**src/rtl/fetch_stage.sv**
```systemverilog
// Instruction-fetch stage: owns the PC, runs the imem request handshake across misses,
// and presents one instruction (or the 16'h0800 bubble) per cycle to IF/ID.
module fetch_stage #(
  parameter logic [15:0] RESET_PC = 16'h0000
) (
  input  logic        clk,
  input  logic        rst,
  input  logic        redirect,
  input  logic [15:0] redirect_pc,
  input  logic        pc_hold,
  output logic        imem_rd,
  output logic [15:0] imem_addr,
  input  logic [15:0] imem_data,
  input  logic        imem_stall,
  input  logic        imem_done,
  output logic [15:0] instr,
  output logic        instr_valid,
  output logic [15:0] pc_add2,
  output logic        halted,
  output logic        err
);

  localparam logic [15:0] NOP = 16'h0800;

  typedef enum logic [1:0] {
    S_FETCH,
    S_WAIT,
    S_HOLD,
    S_HALTED
  } state_t;

  state_t      r_state, w_state_nxt;
  logic [15:0] r_pc, w_pc_nxt;
  logic [15:0] r_buf, w_buf_nxt;
  logic        r_pend, w_pend_nxt;
  logic [15:0] r_pend_pc, w_pend_pc_nxt;
  logic        r_err;

  logic        w_rd, w_valid, w_halted, w_accept;
  logic [15:0] w_acc_data;
  logic [15:0] w_redir_pc;

  assign w_redir_pc = {redirect_pc[15:1], 1'b0};

  always_comb begin
    w_state_nxt   = r_state;
    w_pc_nxt      = r_pc;
    w_buf_nxt     = r_buf;
    w_pend_nxt    = r_pend;
    w_pend_pc_nxt = r_pend_pc;
    w_rd          = 1'b0;
    w_valid       = 1'b0;
    w_halted      = 1'b0;
    w_accept      = 1'b0;
    w_acc_data    = imem_data;

    unique case (r_state)
      S_FETCH: begin
        w_rd = 1'b1;
        if (imem_done) begin
          if (redirect) begin
            w_pc_nxt = w_redir_pc;
          end else begin
            w_accept = 1'b1;
          end
        end else if (imem_stall) begin
          w_state_nxt = S_WAIT;
          if (redirect) begin
            w_pend_nxt    = 1'b1;
            w_pend_pc_nxt = w_redir_pc;
          end
        end else if (redirect) begin
          w_pc_nxt = w_redir_pc;
        end
      end
      S_WAIT: begin
        w_rd = 1'b1;
        if (imem_done) begin
          // a redirect arriving with the data beats any older pending one
          if (redirect) begin
            w_pc_nxt    = w_redir_pc;
            w_pend_nxt  = 1'b0;
            w_state_nxt = S_FETCH;
          end else if (r_pend) begin
            w_pc_nxt    = r_pend_pc;
            w_pend_nxt  = 1'b0;
            w_state_nxt = S_FETCH;
          end else begin
            w_accept = 1'b1;
          end
        end else if (redirect) begin
          w_pend_nxt    = 1'b1;
          w_pend_pc_nxt = w_redir_pc;
        end
      end
      S_HOLD: begin
        if (redirect) begin
          w_pc_nxt    = w_redir_pc;
          w_state_nxt = S_FETCH;
        end else begin
          w_accept   = 1'b1;
          w_acc_data = r_buf;
        end
      end
      S_HALTED: begin
        w_halted = 1'b1;
        if (redirect) begin
          w_pc_nxt    = w_redir_pc;
          w_state_nxt = S_FETCH;
        end
      end
      default: w_state_nxt = S_FETCH;
    endcase

    // fetch hits, miss returns and HOLD releases share one accept path
    if (w_accept) begin
      w_valid = 1'b1;
      if (pc_hold) begin
        w_buf_nxt   = w_acc_data;
        w_state_nxt = S_HOLD;
      end else if (w_acc_data[15:11] == 5'b00000) begin
        w_state_nxt = S_HALTED;
      end else begin
        w_pc_nxt    = r_pc + 16'd2;
        w_state_nxt = S_FETCH;
      end
    end
  end

  always_ff @(posedge clk) begin
    if (!rst) begin
      r_state   <= S_FETCH;
      r_pc      <= RESET_PC;
      r_buf     <= NOP;
      r_pend    <= 1'b0;
      r_pend_pc <= RESET_PC;
      r_err     <= 1'b0;
    end else begin
      r_state   <= w_state_nxt;
      r_pc      <= w_pc_nxt;
      r_buf     <= w_buf_nxt;
      r_pend    <= w_pend_nxt;
      r_pend_pc <= w_pend_pc_nxt;
      r_err     <= r_err | (redirect & redirect_pc[0]);
    end
  end

  assign imem_rd     = rst & w_rd;
  assign imem_addr   = r_pc;
  assign instr_valid = rst & w_valid;
  assign instr       = (rst && w_valid) ? w_acc_data : NOP;
  assign pc_add2     = r_pc + 16'd2;
  assign halted      = rst & w_halted;
  assign err         = r_err;

endmodule
```
**config.mk**
```make
export PLATFORM = sky130hd
export DESIGN_NAME = fetch_stage
export DESIGN_NICKNAME = d
export VERILOG_FILES = /design/src/rtl/fetch_stage.sv
export SDC_FILE = /design/constraint.sdc
export NUM_CORES = 1
export LEC_CHECK = 0
export CAP_MARGIN = 0
export CORE_MARGIN = 2
export CORE_UTILIZATION = 43
export CTS_BUF_LIST = sky130_fd_sc_hd__clkbuf_16
export CTS_CLUSTER_DIAMETER = 200
export CTS_CLUSTER_SIZE = 12
export DETAILED_ROUTE_END_ITERATION = 12
export GPL_TIMING_DRIVEN = 0
export PLACE_DENSITY = 0.77
export SYNTH_ARGS = -nofsm -noshare
export SYNTH_HDL_FRONTEND = slang
export SYNTH_SLANG_ARGS = --single-unit
```
**constraint.sdc**
```tcl
create_clock -name clk -period 1.7 [get_ports clk]
set_clock_uncertainty 0.15 [all_clocks]
set_input_delay 0.17 -clock clk [delete_from_list [all_inputs] [get_ports clk]]
set_output_delay 0.17 -clock clk [all_outputs]
set_load 0.01 [all_outputs]
```
== After elaboration in Yosys (flattened, before gate mapping) ==
Index checks and enable logic that the tools add are counted.

* Register bits after elaboration: 52
* Input bits: 38
* Output and inout bits: 52
* Word-level logic and storage cells: 75

* Add/sub/neg operators: 1
* Eq/ne operators: 11
* Multiplexer cells: 42
* Bitwise operators: 5
* Reductions and logical operators: 10

{| class="wikitable"
|+ Operator list
! operator !! count
|-
| 16-bit two-way mux || 16
|-
| 16-bit case mux with 3 select lines || 1
|-
| 16-bit case mux with 2 select lines || 1
|-
| 2-bit two-way mux || 9
|-
| 16-bit by 2-bit adder with 16-bit output (second input constant) || 1
|-
| 1-bit two-way mux || 12
|-
| 3-bit inequality test (second input constant) || 3
|-
| 2-bit inequality test (second input constant) || 3
|-
| 2-bit case mux with 3 select lines || 1
|-
| 5-bit zero test || 1
|-
| 5-bit AND reduction || 1
|-
| 1-bit AND || 4
|-
| 2-bit equality test (second input constant) || 2
|-
| 4-bit inequality test (second input constant) || 1
|-
| 4-bit AND reduction || 1
|-
| 2-bit OR reduction || 2
|-
| 3-bit by 1-bit inequality test with 1-bit output (second input constant) || 1
|-
| 1-bit case mux with 3 select lines || 1
|-
| 3-bit AND reduction || 1
|-
| 2-bit by 1-bit equality test with 1-bit output (second input constant) || 1
|-
| 2-bit zero test || 1
|-
| 1-bit case mux with 2 select lines || 1
|-
| 2-bit AND reduction || 1
|-
| 2-bit nonzero test || 1
|-
| 2 further kinds || 2
|}

== Logic depth before layout (Yosys ltp) ==
* Word-level depth: 7
* Depth in mapped cells: 9
* Gate-level depth less buffers: 6

== Worst setup path before layout ==
OpenSTA, ideal clock, no wires.

* Path kind: register to output
* Start point: reg r_pend
* End point: out instr[10]
* Arrival time: 1524 ps
* Data required time: 1380 ps
* Slack: -144 ps
* Stages on the path, launching flop included: 7
* Buffers on the path: 2
* Cell sequence: dfxtp_1 -> buf_2 -> o21a_1 -> nor3_2 -> nand2_1 -> clkbuf_1 -> a21oi_1

* Cells in the longest elaborated chain, start to end: 7

{| class="wikitable"
|+ Ends and longest elaborated chain
! item !! line !! RTL
|-
| start, declared || 35 || <nowiki>logic r_pend, w_pend_nxt;</nowiki>
|-
| start signal, assigned || 142 || <nowiki>r_pend <= w_pend_nxt;</nowiki>
|-
| 1-bit two-way mux || 84 || <nowiki>end else if (r_pend) begin</nowiki>
|-
| 1-bit two-way mux || 80 || <nowiki>if (redirect) begin</nowiki>
|-
| 1-bit two-way mux || 78 || <nowiki>if (imem_done) begin</nowiki>
|-
| 1-bit case mux with 3 select lines || 57 || <nowiki>unique case (r_state)</nowiki>
|-
| 1-bit two-way mux || 116 || <nowiki>if (w_accept) begin</nowiki>
|-
| 1-bit logical AND || 151 || <nowiki>assign instr = (rst && w_valid) ? w_acc_data : NOP;</nowiki>
|-
| 16-bit two-way mux || 151 ||
|-
| end, declared || 16 || <nowiki>output logic [15:0] instr,</nowiki>
|}

Every way passes these cells.

== Worst setup path in the final report ==
* Start point: reg r_pc[1] (netlist: imem_addr[1])
* End point: out pc_add2[13]

* Cells in the longest elaborated chain, start to end: 1

{| class="wikitable"
|+ Ends and longest elaborated chain
! item !! line !! RTL
|-
| start, declared || 33 || <nowiki>logic [15:0] r_pc, w_pc_nxt;</nowiki>
|-
| start signal, assigned || 140 || <nowiki>r_pc <= w_pc_nxt;</nowiki>
|-
| 16-bit by 2-bit adder with 16-bit output || 152 || <nowiki>assign pc_add2 = r_pc + 16'd2;</nowiki>
|-
| end, declared || 18 || <nowiki>output logic [15:0] pc_add2,</nowiki>
|}

Every way passes these cells.

==> impl_results.html <==
<table>
<tr><th>Metric</th><th>Value</th></tr>
<tr><th colspan="2">Run status</th></tr>
<tr><td>Run status</td><td>complete, but fails checks</td></tr>
<tr><td>Failing checks</td><td>setup timing</td></tr>
<tr><th colspan="2">Global route</th></tr>
<tr><td>Antenna violations before repair</td><td>0</td></tr>
<tr><td>Maximum number of pins on one net before global-route repair</td><td>17</td></tr>
<tr><td>Number of global-route vias before repair</td><td>3423</td></tr>
<tr><td>Global route total overflow</td><td>0</td></tr>
<tr><td>Global-route wire length before repair</td><td>16800 um</td></tr>
<tr><td>GRT Resource Usage Total</td><td>28.2%</td></tr>
<tr><th colspan="2">CTS</th></tr>
<tr><td>Number of buffers on the longest clock path</td><td>2</td></tr>
<tr><td>Root Driver</td><td>sky130_fd_sc_hd__clkbuf_16</td></tr>
<tr><td>Number of buffers added by the clock tree synthesis step</td><td>5</td></tr>
<tr><td>Clk Latency, worst-skew pair</td><td>0.29 ns</td></tr>
<tr><td>Number of sinks handled by clock tree synthesis</td><td>51</td></tr>
<tr><td>Clock transition at the registers of the reported paths</td><td>0.07 ns</td></tr>
<tr><td>H-tree depth</td><td>2</td></tr>
<tr><td>Clock tree from TritonCTS</td><td>built</td></tr>
<tr><th colspan="2">Layout</th></tr>
<tr><td>Total non-filler cell area in the finished layout</td><td>5070 sq um</td></tr>
<tr><td>Combined area of the multi-input logic cells</td><td>2200 sq um</td></tr>
<tr><td>Nets</td><td>549</td></tr>
<tr><td>Count of antenna diodes in the layout</td><td>0</td></tr>
<tr><td>Layout overhead on the synthesized area</td><td>69.7%</td></tr>
<tr><td>FF+latch area</td><td>1060 sq um</td></tr>
<tr><td>Share of cells above drive strength 1</td><td>42.1%</td></tr>
<tr><td>Fill cell total of the finished layout</td><td>458</td></tr>
<tr><td>Layout Cells excl Fill</td><td>591</td></tr>
<tr><td>Util after Layout</td><td>75.0%</td></tr>
<tr><th colspan="2">Yosys</th></tr>
<tr><td>Simple-gate share of the synthesized area</td><td>28.3%</td></tr>
<tr><td>Count of mapped cells out of synthesis</td><td>360</td></tr>
<tr><td>Main combinational cell family by area after synthesis</td><td>simple AND/OR/NAND/NOR gates</td></tr>
<tr><td>Synth top cells by count</td><td>53 x sky130_fd_sc_hd__nand2_1, 51 x sky130_fd_sc_hd__dfxtp_1, 34 x sky130_fd_sc_hd__mux2i_1</td></tr>
<tr><td>Yosys cell types</td><td>51</td></tr>
<tr><td>Synthesized area per cell</td><td>8.29 sq um</td></tr>
<tr><td>Proportion of synthesized chip area in sequential cells</td><td>34.2%</td></tr>
<tr><td>Largest cells by area after synthesis</td><td>sky130_fd_sc_hd__dfxtp_1 34%, sky130_fd_sc_hd__mux2i_1 11%, sky130_fd_sc_hd__nor2b_1 6.7%</td></tr>
<tr><td>Post-synthesis share of cell area spent on xor and xnor gates</td><td>3.81%</td></tr>
<tr><td>Synthesized flop and latch total</td><td>51</td></tr>
<tr><td>Number of enable flip-flop cells after synthesis</td><td>0</td></tr>
<tr><td>Area fraction of the dominant cell type after synthesis</td><td>34.2%</td></tr>
<tr><td>Main synth FF type</td><td>sky130_fd_sc_hd__dfxtp_1</td></tr>
<tr><td>Synthesized-area fraction occupied by ao, oa, aoi and oai cells</td><td>14.7%</td></tr>
<tr><td>Most common cell in the netlist</td><td>sky130_fd_sc_hd__nand2_1</td></tr>
<tr><td>Library cell with the largest summed area after synthesis</td><td>sky130_fd_sc_hd__dfxtp_1</td></tr>
<tr><td>Fraction of registers with async set/reset</td><td>0%</td></tr>
<tr><td>Yosys synthesis warning count</td><td>0</td></tr>
<tr><td>Post-Syn Area</td><td>2990 sq um</td></tr>
<tr><td>Post-Syn Nets</td><td>399</td></tr>
<tr><td>Mux cell area share after synthesis</td><td>11.8%</td></tr>
<tr><td>Adder-cell share of the synthesized area</td><td>0.419%</td></tr>
<tr><th colspan="2">Worst setup path</th></tr>
<tr><td>Crit path capture type</td><td>output pin</td></tr>
<tr><td>Critical Path AT</td><td>1.67 ns</td></tr>
<tr><td>Cell at the slowest stage of the critical path</td><td>sky130_fd_sc_hd__dfxtp_4</td></tr>
<tr><td>Worst stage delay on the critical path</td><td>0.40 ns</td></tr>
<tr><td>Ordered list of cells on the worst path</td><td>ha_4, and4_4, and3_4, xor2_1, buf_2</td></tr>
<tr><td>Top fanout value on the critical path</td><td>5</td></tr>
<tr><td>Critical Path Source Type</td><td>register</td></tr>
<tr><td>Setup slack, reg-to-reg</td><td>-0.27 ns</td></tr>
<tr><td>Critical path start-end classification</td><td>reg2out</td></tr>
<tr><td>Worst EP required</td><td>1.38 ns</td></tr>
<tr><th colspan="2">Floorplanning</th></tr>
<tr><td>Die area</td><td>7620 sq um</td></tr>
<tr><td>Initial standard-cell utilization of the core</td><td>44.2%</td></tr>
<tr><td>Row count</td><td>30</td></tr>
<tr><td>X dimension of the die</td><td>87.3 um</td></tr>
<tr><td>Top-level port count</td><td>90</td></tr>
<tr><td>Die height</td><td>87.3 um</td></tr>
<tr><td>Core outline area</td><td>6760 sq um</td></tr>
<tr><th colspan="2">Detailed routing</th></tr>
<tr><td>DRC</td><td>0</td></tr>
<tr><td>Post-detailed-routing wire length</td><td>11700 um</td></tr>
<tr><td>Number of iterations in the first detailed-routing pass</td><td>5</td></tr>
<tr><td>Routed length per instance</td><td>19.7 um</td></tr>
<tr><td>Drt first-iter violations</td><td>264</td></tr>
<tr><td>Total number of vias</td><td>3486</td></tr>
<tr><td>Via-to-Cell Ratio</td><td>5.90</td></tr>
<tr><td>Routed Antenna Nets</td><td>0</td></tr>
<tr><th colspan="2">STA</th></tr>
<tr><td>Final Setup Violations</td><td>60</td></tr>
<tr><td>Highest clock rate</td><td>502 MHz</td></tr>
<tr><td>Slew of the pin with the lowest slew margin</td><td>0.647 ns</td></tr>
<tr><td>Tightest slew margin relative to the limit</td><td>56.8%</td></tr>
<tr><td>RSZ-0062 raised after global routing</td><td>true</td></tr>
<tr><td>Period Utilization, post-route</td><td>117%</td></tr>
<tr><td>Hold Worst Slack</td><td>0.126 ns</td></tr>
<tr><td>Min cycle time layout</td><td>1.99 ns</td></tr>
<tr><td>Final Hold Fails</td><td>0</td></tr>
<tr><td>Final count of pins violating max slew</td><td>0</td></tr>
<tr><td>Least setup slack across all paths after layout</td><td>-0.290 ns</td></tr>
<tr><th colspan="2">Power and ir drop</th></tr>
<tr><td>Total power after layout</td><td>0.00324 W</td></tr>
<tr><td>Pwr/cell area</td><td>640 nW/um^2</td></tr>
<tr><td>VDD IR-drop max</td><td>0.451 mV</td></tr>
<tr><td>LEAKAGE</td><td>2.23 nW</td></tr>
<tr><th colspan="2">Flow run</th></tr>
<tr><td>Max-cap viol count</td><td>0</td></tr>
<tr><th colspan="2">Placed design</th></tr>
<tr><td>Area after detailed placement</td><td>4070 sq um</td></tr>
<tr><td>Buffers on Ports</td><td>87</td></tr>
<tr><td>Weighted congestion at the end of routability-driven global placement</td><td>0.873</td></tr>
<tr><td>Placed insts</td><td>527</td></tr>
<tr><td>Post-detail-place hpwl</td><td>6510 um</td></tr>
<tr><th colspan="2">Hold path</th></tr>
<tr><td>Class of the tightest hold or removal check</td><td>in2reg</td></tr>
</table>
## layout by cell type, fill, tap and decap left out, types with 3 or more instances in the layout
cell type,Yosys,final
sky130_fd_sc_hd__nand2_2,0,6
sky130_fd_sc_hd__o211a_1,5,5
sky130_fd_sc_hd__a222oi_1,4,4
sky130_fd_sc_hd__mux2i_1,34,34
sky130_fd_sc_hd__clkbuf_2,0,3
sky130_fd_sc_hd__and3_1,11,7
sky130_fd_sc_hd__buf_12,0,4
sky130_fd_sc_hd__buf_2,8,31
sky130_fd_sc_hd__a221oi_2,1,3
sky130_fd_sc_hd__nand3_1,14,5
sky130_fd_sc_hd__dfxtp_1,51,37
sky130_fd_sc_hd__a21oi_1,24,8
sky130_fd_sc_hd__nand4b_1,3,3
sky130_fd_sc_hd__nand4_1,6,6
sky130_fd_sc_hd__nand3_2,1,5
sky130_fd_sc_hd__and3_4,0,5
sky130_fd_sc_hd__xnor2_2,0,9
sky130_fd_sc_hd__nand3_4,1,6
sky130_fd_sc_hd__clkbuf_1,13,5
sky130_fd_sc_hd__clkdlybuf4s50_1,0,51
sky130_fd_sc_hd__nand2_1,53,45
sky130_fd_sc_hd__o21ai_0,15,11
sky130_fd_sc_hd__o21ai_2,0,4
sky130_fd_sc_hd__nor2_2,0,4
sky130_fd_sc_hd__buf_6,5,21
sky130_fd_sc_hd__dfxtp_4,0,9
sky130_fd_sc_hd__clkbuf_16,0,6
sky130_fd_sc_hd__dfxtp_2,0,5
sky130_fd_sc_hd__inv_1,7,8
sky130_fd_sc_hd__nand3b_1,3,3
sky130_fd_sc_hd__nor2_1,17,11
sky130_fd_sc_hd__buf_8,0,5
sky130_fd_sc_hd__a21oi_2,0,16
sky130_fd_sc_hd__nor2b_1,32,31
sky130_fd_sc_hd__buf_4,4,43
## timing repair
item | 4_1_cts | 5_1_grt
hold buffers | 0 | 0
endpoints found under the setup margin | 72 | 82
buffers inserted | 41 | 21
pin swaps | 31 | 30
gates resized for setup | 219 | 62
gates cloned | 3 | 0
## state kept, by name (all words and copies together) (netlist names)
register / flops
err: 1
imem_addr: 16
r_buf: 16
r_pend: 1
r_pend_pc: 15
r_state: 2
## critical path, delay by kind of cell, from the launching register on
| family | cells | cell delay, ns |
|---|---|---|
| XOR/XNOR | 1 | 0.18 |
| adder cells (fa/ha/maj) | 1 | 0.16 |
| buffers and inverters | 1 | 0.16 |
| flip-flops | 1 | 0.40 |
| AND/OR/NAND/NOR | 2 | 0.48 |
## final timing paths
check / from / end / cells after the start
hold / removal: imem_done / r_pend / 4
setup reg to reg: r_state[0] / imem_addr[1] / 9
hold reg to reg: err / err / 2
setup / recovery: imem_addr[1] / pc_add2[13] / 5
## cells by family after synthesis
logic type	after synthesis
buffers and inverters	37
multiplexers	35
flip-flops	51
XOR/XNOR	13
adder cells (fa/ha/maj)	1
AND/OR/NAND/NOR	156
AO/OA/AOI/OAI	67
## area by class of cell
cell class | count | area share (%)
Multi-Input combinational cell | 273 | 43.4
Timing Repair Buffer | 150 | 26.0
Sequential cell | 51 | 20.9
Buffer | 22 | 4.42
Clock buffer | 5 | 2.47
Tap cell | 80 | 1.98
Inverter | 7 | 0.519
Clock inverter | 3 | 0.247
## stage by stage
stage                     setup WS [ns]  setup TNS, ns
after floorplan                 -0.0601         -0.292
after global placement            -1.02         -36.59
after detailed placement          -1.04         -38.06
after CTS                        -0.323         -10.44
after global routing             -0.334         -13.19
final                            -0.290          -9.63
## layer usage
| metal | global-route usage, % | wire, um | up-vias |
|---|---|---|---|
| met5 | 0 | 0 | - |
| met4 | 11.7 | 414 | 0 |
| met3 | 4.17 | 821 | 38 |
| met2 | 48.8 | 5950 | 186 |
| met1 | 34.9 | 4480 | 1693 |
| li1 | - | - | 1569 |
## power breakdown
part | internal (W) | switching, W | total (W)
combinational | 0.000475 | 0.000432 | 0.000907
sequential | 0.00126 | 0.0000802 | 0.00134
clock | 0.000535 | 0.000461 | 0.000996
Note: power is estimated with default switching activity, not from simulation.
